File: src/rtl/he_pkg.sv
// Shared types and the modular-add helper for the polynomial add stream.
// Widths here are the build-time defaults; the top checks that its parameters match them.
package he_pkg;

  localparam int unsigned DataWidth = 8;
  localparam int unsigned LogN      = 4;

  typedef logic [DataWidth-1:0] coeff_t;

  typedef enum logic [1:0] {
    StIdle,
    StRun,
    StDrain
  } state_e;

  typedef struct packed {
    coeff_t             data;
    logic [LogN-1:0]    index;
    logic               last;
  } result_entry_t;

  // One conditional subtraction; out-of-range operands are not reduced further.
  function automatic coeff_t mod_add(coeff_t a, coeff_t b, coeff_t m);
    logic [DataWidth:0] sum;
    sum = {1'b0, a} + {1'b0, b};
    if (sum >= {1'b0, m}) begin
      sum = sum - {1'b0, m};
    end
    return sum[DataWidth-1:0];
  endfunction

endpackage

File: src/rtl/result_skid_fifo.sv
// Two-entry synchronous FIFO holding finished results; head is read straight from storage.
module result_skid_fifo #(
  parameter int unsigned Width = 8
) (
  input  logic             clk,
  input  logic             rst_n,
  input  logic             push,
  input  logic             pop,
  input  logic [Width-1:0] wdata,
  output logic [Width-1:0] rdata,
  output logic             full,
  output logic             empty,
  output logic [1:0]       count
);

  logic [Width-1:0] mem_q [2];
  logic             wptr_q, rptr_q;
  logic [1:0]       count_q, count_d;
  logic             do_push, do_pop;

  assign full  = (count_q == 2'd2);
  assign empty = (count_q == 2'd0);
  assign count = count_q;
  assign rdata = mem_q[rptr_q];

  // A push while full is only legal alongside a pop, which frees the slot being written.
  assign do_push = push && (!full || pop);
  assign do_pop  = pop && !empty;

  always_comb begin
    count_d = count_q;
    if (do_push && !do_pop) begin
      count_d = count_q + 2'd1;
    end else if (do_pop && !do_push) begin
      count_d = count_q - 2'd1;
    end
  end

  always_ff @(posedge clk or negedge rst_n) begin
    if (!rst_n) begin
      mem_q[0] <= '0;
      mem_q[1] <= '0;
      wptr_q   <= 1'b0;
      rptr_q   <= 1'b0;
      count_q  <= 2'd0;
    end else begin
      if (do_push) begin
        mem_q[wptr_q] <= wdata;
        wptr_q        <= ~wptr_q;
      end
      if (do_pop) begin
        rptr_q <= ~rptr_q;
      end
      count_q <= count_d;
    end
  end

endmodule

File: src/rtl/poly_mod_add_stream.sv
// Streams N coefficient pairs through (a+b) mod m with run control and a 2-entry result buffer.
// in_ready depends only on registered state, so back-pressure never forms a comb path upstream.
module poly_mod_add_stream
  import he_pkg::*;
#(
  parameter int unsigned DATA_WIDTH = 8,
  parameter int unsigned LOG_N      = 4
) (
  input  logic                  clk,
  input  logic                  rst_n,
  input  logic                  start,
  input  logic [DATA_WIDTH-1:0] modulus,
  output logic                  busy,
  output logic                  done,
  input  logic                  in_valid,
  output logic                  in_ready,
  input  logic [DATA_WIDTH-1:0] in_a,
  input  logic [DATA_WIDTH-1:0] in_b,
  output logic                  out_valid,
  input  logic                  out_ready,
  output logic [DATA_WIDTH-1:0] out_data,
  output logic [LOG_N-1:0]      out_index,
  output logic                  out_last
);

  if (DATA_WIDTH != DataWidth || LOG_N != LogN) begin : g_param_check
    $error("poly_mod_add_stream parameters must match he_pkg widths");
  end

  localparam logic [LOG_N-1:0] LastIndex = {LOG_N{1'b1}};

  state_e          state_q, state_d;
  logic [LOG_N-1:0] in_cnt_q, in_cnt_d;
  coeff_t          mod_q, mod_d;
  logic            done_q, done_d;

  result_entry_t   wr_entry;
  result_entry_t   head;
  logic            fifo_push, fifo_pop;
  logic            fifo_full, fifo_empty;
  logic [1:0]      fifo_count;

  logic            in_fire, out_fire, last_in;

  assign in_fire  = in_valid && in_ready;
  assign out_fire = out_valid && out_ready;
  assign last_in  = (in_cnt_q == LastIndex);

  assign wr_entry = '{data: mod_add(in_a, in_b, mod_q), index: in_cnt_q, last: last_in};

  assign fifo_push = in_fire;
  assign fifo_pop  = out_ready && !fifo_empty;

  result_skid_fifo #(
    .Width($bits(result_entry_t))
  ) u_fifo (
    .clk  (clk),
    .rst_n(rst_n),
    .push (fifo_push),
    .pop  (fifo_pop),
    .wdata(wr_entry),
    .rdata(head),
    .full (fifo_full),
    .empty(fifo_empty),
    .count(fifo_count)
  );

  always_ff @(posedge clk or negedge rst_n) begin
    if (!rst_n) begin
      state_q <= StIdle;
    end else begin
      state_q <= state_d;
    end
  end

  always_comb begin
    state_d = state_q;
    unique case (state_q)
      StIdle:  if (start) state_d = StRun;
      StRun:   if (in_fire && last_in) state_d = StDrain;
      StDrain: if (out_fire && head.last) state_d = StIdle;
      default: state_d = StIdle;
    endcase
  end

  always_comb begin
    busy     = (state_q != StIdle);
    in_ready = (state_q == StRun) && !fifo_full;
  end

  // Modulus is captured only on the accepted start; later port changes do not matter.
  always_comb begin
    mod_d    = mod_q;
    in_cnt_d = in_cnt_q;
    if (state_q == StIdle && start) begin
      mod_d    = modulus;
      in_cnt_d = '0;
    end else if (in_fire) begin
      in_cnt_d = in_cnt_q + 1'b1;
    end
    done_d = (state_q == StDrain) && out_fire && head.last;
  end

  always_ff @(posedge clk or negedge rst_n) begin
    if (!rst_n) begin
      in_cnt_q <= '0;
      mod_q    <= '0;
      done_q   <= 1'b0;
    end else begin
      in_cnt_q <= in_cnt_d;
      mod_q    <= mod_d;
      done_q   <= done_d;
    end
  end

  assign done      = done_q;
  assign out_valid = (fifo_count != 2'd0);
  assign out_data  = head.data;
  assign out_index = head.index;
  assign out_last  = head.last;

endmodule
File: config.mk
export PLATFORM = sky130hd
export DESIGN_NAME = poly_mod_add_stream
export DESIGN_NICKNAME = d
export VERILOG_FILES = /design/src/rtl/he_pkg.sv /design/src/rtl/result_skid_fifo.sv /design/src/rtl/poly_mod_add_stream.sv
export SDC_FILE = /design/constraint.sdc
export NUM_CORES = 1
export LEC_CHECK = 0
export ABC_CLOCK_PERIOD_IN_PS = 5900
export CAP_MARGIN = 20
export CORE_MARGIN = 1
export CORE_UTILIZATION = 31
export DETAILED_ROUTE_END_ITERATION = 10
export PLACE_DENSITY_LB_ADDON = 0.3
export SETUP_SLACK_MARGIN = 0.5
export SLEW_MARGIN = 10
export SYNTH_ARGS = -nofsm -noshare
export SYNTH_HDL_FRONTEND = slang
export SYNTH_SLANG_ARGS = --single-unit
File: constraint.sdc
create_clock -name clk -period 5.9 [get_ports clk]
set_clock_uncertainty 0.1 [all_clocks]
set_input_delay 1.77 -clock clk [delete_from_list [all_inputs] [get_ports clk]]
set_output_delay 1.77 -clock clk [all_outputs]
set_load 0.02 [all_outputs]
Yosys cells after proc, flatten, opt, wreduce, memory -nomap -nowiden
Cells that the tools add are included.
{ "totals": {"wordCells": 70, "inputBits": 29, "reg_bits": 45} }
{ "classes": {"add_sub_neg": 5, "n_mux": 15, "reduce_logical": 26, "bitwise": 4, "eq_ne": 7, "n_lt_le_gt_ge": 4} }
{ "ops": {"columns": ["cell", "n"], "rows": [
  ["13-bit two-way mux", 4],
  ["26-bit bitwise mux", 1],
  ["1-bit logical AND", 14],
  ["13-bit demux with 1-bit select", 1],
  ["2-bit two-way mux", 5],
  ["8-bit by 8-bit adder with 9-bit output", 1],
  ["9-bit by 8-bit >= comparator with 1-bit output", 1],
  ["4-bit two-way mux", 2],
  ["8-bit two-way mux", 1],
  ["2-bit nonzero test", 4],
  ["8-bit subtractor", 1],
  ["2-bit != test (second input constant)", 3],
  ["2-bit one-hot mux with 3 select lines", 1],
  ["4-bit by 1-bit adder with 4-bit output (second input constant)", 1],
  ["2-bit equality test (second input constant)", 2],
  ["4-bit equality test (second input constant)", 1],
  ["2-bit >= comparator (second input constant)", 2],
  ["1-bit logical NOT", 4],
  ["2-bit logical NOT", 2],
  ["1-bit NOT with 2-bit output", 2],
  ["3-bit AND reduction", 1],
  ["2-bit by 1-bit adder with 2-bit output (second input constant)", 1],
  ["2-bit by 1-bit equality test with 1-bit output (second input constant)", 1],
  ["2-bit by 1-bit less-than comparator with 1-bit output (second input constant)", 1],
  ["other kinds (3)", 4]
]} }

Logic depth before layout (Yosys ltp)
Gate-level depths: netlist of the first run.
{ "logic_depth": {"depth_word": 9, "depth_mapped": 14, "ltp_nobuf": 14} }

Cells and area by module
Synthesis of the first run repeated with hierarchy kept, for this count alone.
{ "unflattened": {"hier_cells": 237, "area_unflattened_um2": 2840.2} }
{ "by_module_without_submodules": {"columns": ["module", "area_each_um2", "seq_area_each_um2", "cells_each", "instances"], "rows": [
  ["result_skid_fifo", 1426.4, 750.7, 87, 1],
  ["poly_mod_add_stream", 1413.9, 375.4, 150, 1]
]} }

Worst setup path after synthesis of the first run
Ideal clock, no wire load.
{ "synth_path": {"kind": "input -> register", "startpoint": "input port in_a[2]", "endpoint": "register u_fifo.mem_q[20] (netlist bit)", "arrival_ns": 4.570, "setup_time_ns": 0.125, "cell_stages": 13, "n_path_buf": 0, "path_slack_ns": 1.105, "path_cell_list": "ha_1 > nor2b_2 > a311o_1 > a31oi_1 > xor2_1 > inv_1 > ha_1 > nand4_1 > o21ai_0 > a21oi_4 > o21ai_4 > mux2_4 > mux2_4"} }
{ "synth_via": {"elab_chain_len": 4, "word_cells_on_any_way": 5, "cone_classes": "2 x add/sub; 1 x order compare; 2 x mux"} }
{ "synth_rtl": {"columns": ["element", "line_no", "source"], "rows": [
  ["from (decl)", "poly_mod_add_stream.sv:17", "input logic [DATA_WIDTH-1:0] in_a,"],
  ["8-bit by 8-bit adder with 9-bit output (*)", "he_pkg.sv:25", "sum = {1'b0, a} + {1'b0, b};"],
  ["8-bit subtractor or 9-bit by 8-bit >= comparator with 1-bit output (tied branches)", "he_pkg.sv:27, he_pkg.sv:26", null],
  ["8-bit two-way mux (*)", "he_pkg.sv:26", "if (sum >= {1'b0, m}) begin"],
  ["26-bit bitwise mux (*)", "result_skid_fifo.sv:48", "mem_q[wptr_q] <= wdata;"],
  ["to (signal, indexed assignment)", "result_skid_fifo.sv:48", null],
  ["to (decl)", "result_skid_fifo.sv:16", "logic [Width-1:0] mem_q [2];"]
]} }
Every way passes the cells marked *; elsewhere a longest branch is shown, timed or not.
A chain may end at the register's enable or synchronous reset.

Worst setup path after layout of the first run
{ "layout_path": {"startpoint": "input port in_a[0]", "endpoint": "register u_fifo.mem_q[23] (netlist bit)"} }
The elaborated chain is that of the path after synthesis.

==> results of run 1 <==
-- cells in the final DEF, fill, tap and decap left out, types with 2 or more instances in the layout --
| master | Yosys | layout |
|---|---|---|
| a211oi_1 | 2 | 2 |
| a211oi_2 | 2 | 2 |
| a21o_1 | 2 | 2 |
| a21oi_1 | 13 | 13 |
| a31oi_1 | 4 | 4 |
| buf_4 | 2 | 3 |
| clkbuf_8 | 0 | 5 |
| clkdlybuf4s50_1 | 0 | 44 |
| dfrtp_1 | 45 | 45 |
| fa_1 | 2 | 2 |
| ha_1 | 18 | 18 |
| inv_1 | 14 | 14 |
| mux2_2 | 18 | 18 |
| mux2_4 | 6 | 6 |
| mux2i_1 | 6 | 6 |
| nand2_1 | 31 | 31 |
| nand2b_1 | 2 | 2 |
| nand4_1 | 6 | 6 |
| nor2_1 | 15 | 15 |
| nor2b_1 | 4 | 4 |
| o21ai_0 | 20 | 19 |
| o21ai_2 | 1 | 2 |
| o21bai_1 | 2 | 2 |
| o221ai_1 | 2 | 2 |
| or2_2 | 2 | 2 |
| xnor2_1 | 8 | 8 |
| xor2_1 | 10 | 10 |
-- routing by layer --
metal / share of wire, % / global-route usage [%] / vias to the layer above
li1: - / - / 1020
met1: 51 / 18.8 / 927
met2: 45 / 21.0 / 34
met3: 2.9 / 1.74 / 7
met4: 1.4 / 4.48 / 0
met5: 0 / 0 / -
-- critical path, cell delays in order --
cell and delay [ns]:
clkdlybuf4s50_1 0.40, ha_1 0.23, fa_1 0.44, a21o_2 0.21
a21oi_1 0.16, xnor2_1 0.14, ha_1 0.44, nand4_1 0.17
a21oi_1 0.25, nor3_4 0.10, o21ai_4 0.30, mux2_4 0.34
mux2_4 0.25
-- sequential cells by signal, summed over array words and instances (netlist names) --
signal / count
u_fifo.rptr_q: 1
u_fifo.mem_q: 26
done: 1
u_fifo.wptr_q: 1
in_cnt_q: 4
u_fifo.count: 2
state_q: 2
mod_q: 8
-- cell type report --
| cell class | instances | share of cell area [%] |
|---|---|---|
| Multi-Input combinational cell | 195 | 44.1 |
| Sequential cell | 45 | 33.0 |
| Tap cell | 105 | 3.85 |
| Inverter | 14 | 1.54 |
| Clock buffer | 6 | 2.13 |
| Timing Repair Buffer | 49 | 14.3 |
| Clock inverter | 2 | 1.14 |
-- per-stage QoR --
| stage | setup slack (ns) | std cells |
|---|---|---|
| floorplan | 1.11 | 262 |
| global placement | 0.266 | 406 |
| detailed placement | 0.247 | 406 |
| CTS | 0.556 | 414 |
| global route | 0.584 | 416 |
| finish | 0.773 | 416 |
-- repair_timing --
item                       CTS  global route
setup endpoints to repair    0            15
gates resized for setup      0             2
setup buffers                0             1
-- power by group --
part	leakage, nW	total [W]	internal (W)	switching, W
Combinational	0.881	0.00107	0.000529	0.000538
Clock	0.0554	0.000235	0.000127	0.000107
Sequential	0.542	0.000558	0.000453	0.000105
-- cells by family (layout without fill, tap and decap cells) --
logic type | count (synthesis) | in the layout | share of synthesized area (%)
simple gates | 73 | 73 | 13.5
xor+xnor | 18 | 18 | 5.78
flops | 45 | 45 | 41.3
buf+inv | 22 | 71 | 3.62
fa+ha+maj | 20 | 20 | 9.73
mux | 30 | 30 | 12.9
compound gates | 54 | 54 | 13.1
-- worst max path at each step --
stage                       end     from  cells after the start
6_report       u_fifo.mem_q[23]  in_a[0]                     13
5_1_grt         u_fifo.mem_q[7]  in_a[0]                     13
4_1_cts        u_fifo.mem_q[23]  in_a[1]                     15
3_5_place_dp   u_fifo.mem_q[23]  in_a[1]                     15
3_3_place_gp   u_fifo.mem_q[20]  in_a[1]                     15
2_1_floorplan  u_fifo.mem_q[20]  in_a[2]                     13
==> flow_summary.toml, run 1 <==
[run_status]
outcome = "finished, final reports clean"

[synthesis]
synth_seq_cells = 45
synth_common_cells = "dfrtp_1, nand2_1, o21ai_0, ha_1, mux2_2"
synthTopCellsByArea = "dfrtp_1, ha_1, mux2_2, nand2_1, o21ai_0"
post_synth_num_cell_types = 47
ys_warn_count = 0
synth_top_area_share_pct = 41.3
synth_ff_type = "dfrtp_1"
synth_edf_count = 0
synth-seq-area-share_pct = 41.3
synthCells = 262
syn_area_per_cell_um2 = 10.4
synth.largest_area_cell = "dfrtp_1"
syn-num-nets = 311
async_reset_ff_share_pct = 100
syn_area_um2 = 2730
synth_most_common_cell = "dfrtp_1"

[route]
wl_per_cell_um = 13.3
first_pass_iters = 4
vias = 1988
drcViolationCount = 0
drt_iter0_drc = 54
finalWirelength_um = 5530
ant_nets = 0
viasPerCell = 4.78

[power]
ir_drop_mv = 0.166
power.total_w = 0.00186
leakage_nw = 1.48
power_density_nw_per_um2 = 545

[cts]
clk_pin_slew_worst_paths_ns = 0.09
h-tree-depth = 2
clock-sinks = 45
tritoncts = "built"
ctsHoldBuffers = 0
root_buffer = "clkbuf_8"
cts_inserted_buffers = 5
ctsLongestPathBuffers = 2
insertion_delay_ns = 0.29

[final_layout]
nFillCells = 863
diodes = 0
final_core_util_pct = 40.7
syn_to_final_growth_pct = 25.2
register_area_um2 = 1130
multi_input_area_um2 = 1510
design_area_um2 = 3410
drive_gt1_share_pct = 15.8
nets = 359

[global_route]
grt.overflow.total = 0
grt_first_pass_wirelength_um = 9350
grt_pass1_vias = 1925
grt_use_total_pct = 13.3
grt_max_degree = 46
antenna_found_initial = 0

[floorplanning]
die_h_um = 95.8
ios = 46
start_util_pct = 32.5
die_area_um2 = 9170
placementRows = 33
coreArea_um2 = 8380
die_width_um = 95.8

[critical_path]
critPathMaxFanout = 7
crit_arrival_ns = 5.21
cp-start-kind = "input port"
cp-end-kind = "flip-flop"
r2r-start = "u_fifo.count[0]"
r2r-end = "u_fifo.mem_q[23]"
worst_ep_required_time_ns = 5.99
path_class = "in2reg"
ff2ff_setup_slack_ns = 3.47
reg2reg_depth = 5

[sta]
holdWs_ns = 0.377
setup_violations = 0
finalCritPeriodShare_pct = 86.9
relSlewSlack_pct = 56.1
max_freq_mhz = 195
setup_tns_ns = 0
min_period_ns = 5.13
worstMarginPinSlew_ns = 0.657
finalHoldViolCount = 0
drv_slew = 0
rsz0062_at_grt = "false"

[placement]
place.gp.congestion = 0.826
numPortBuffers = 45
post_dp_cell_area_um2 = 3270
dp_hpwl_um = 4240

[min_path]
min_to = "u_fifo.mem_q[1]"
hp-start = "u_fifo.mem_q[1]"
hold_path_class = "reg2reg"
min_path_cells = 2

[flow_run]
maxCapViolations = 0
(Power assumes the default switching activity.)
==> run 2, diff against run 1 <==
--- a/config.mk
+++ b/config.mk
@@ -10,6 +10,7 @@
 export CORE_MARGIN = 1
 export CORE_UTILIZATION = 31
 export DETAILED_ROUTE_END_ITERATION = 10
+export GPL_TIMING_DRIVEN = 1
 export PLACE_DENSITY_LB_ADDON = 0.3
 export SETUP_SLACK_MARGIN = 0.5
 export SLEW_MARGIN = 10
==> results of run 2 <==
The final DEF is identical to that of run 1; final timing and power are the same.
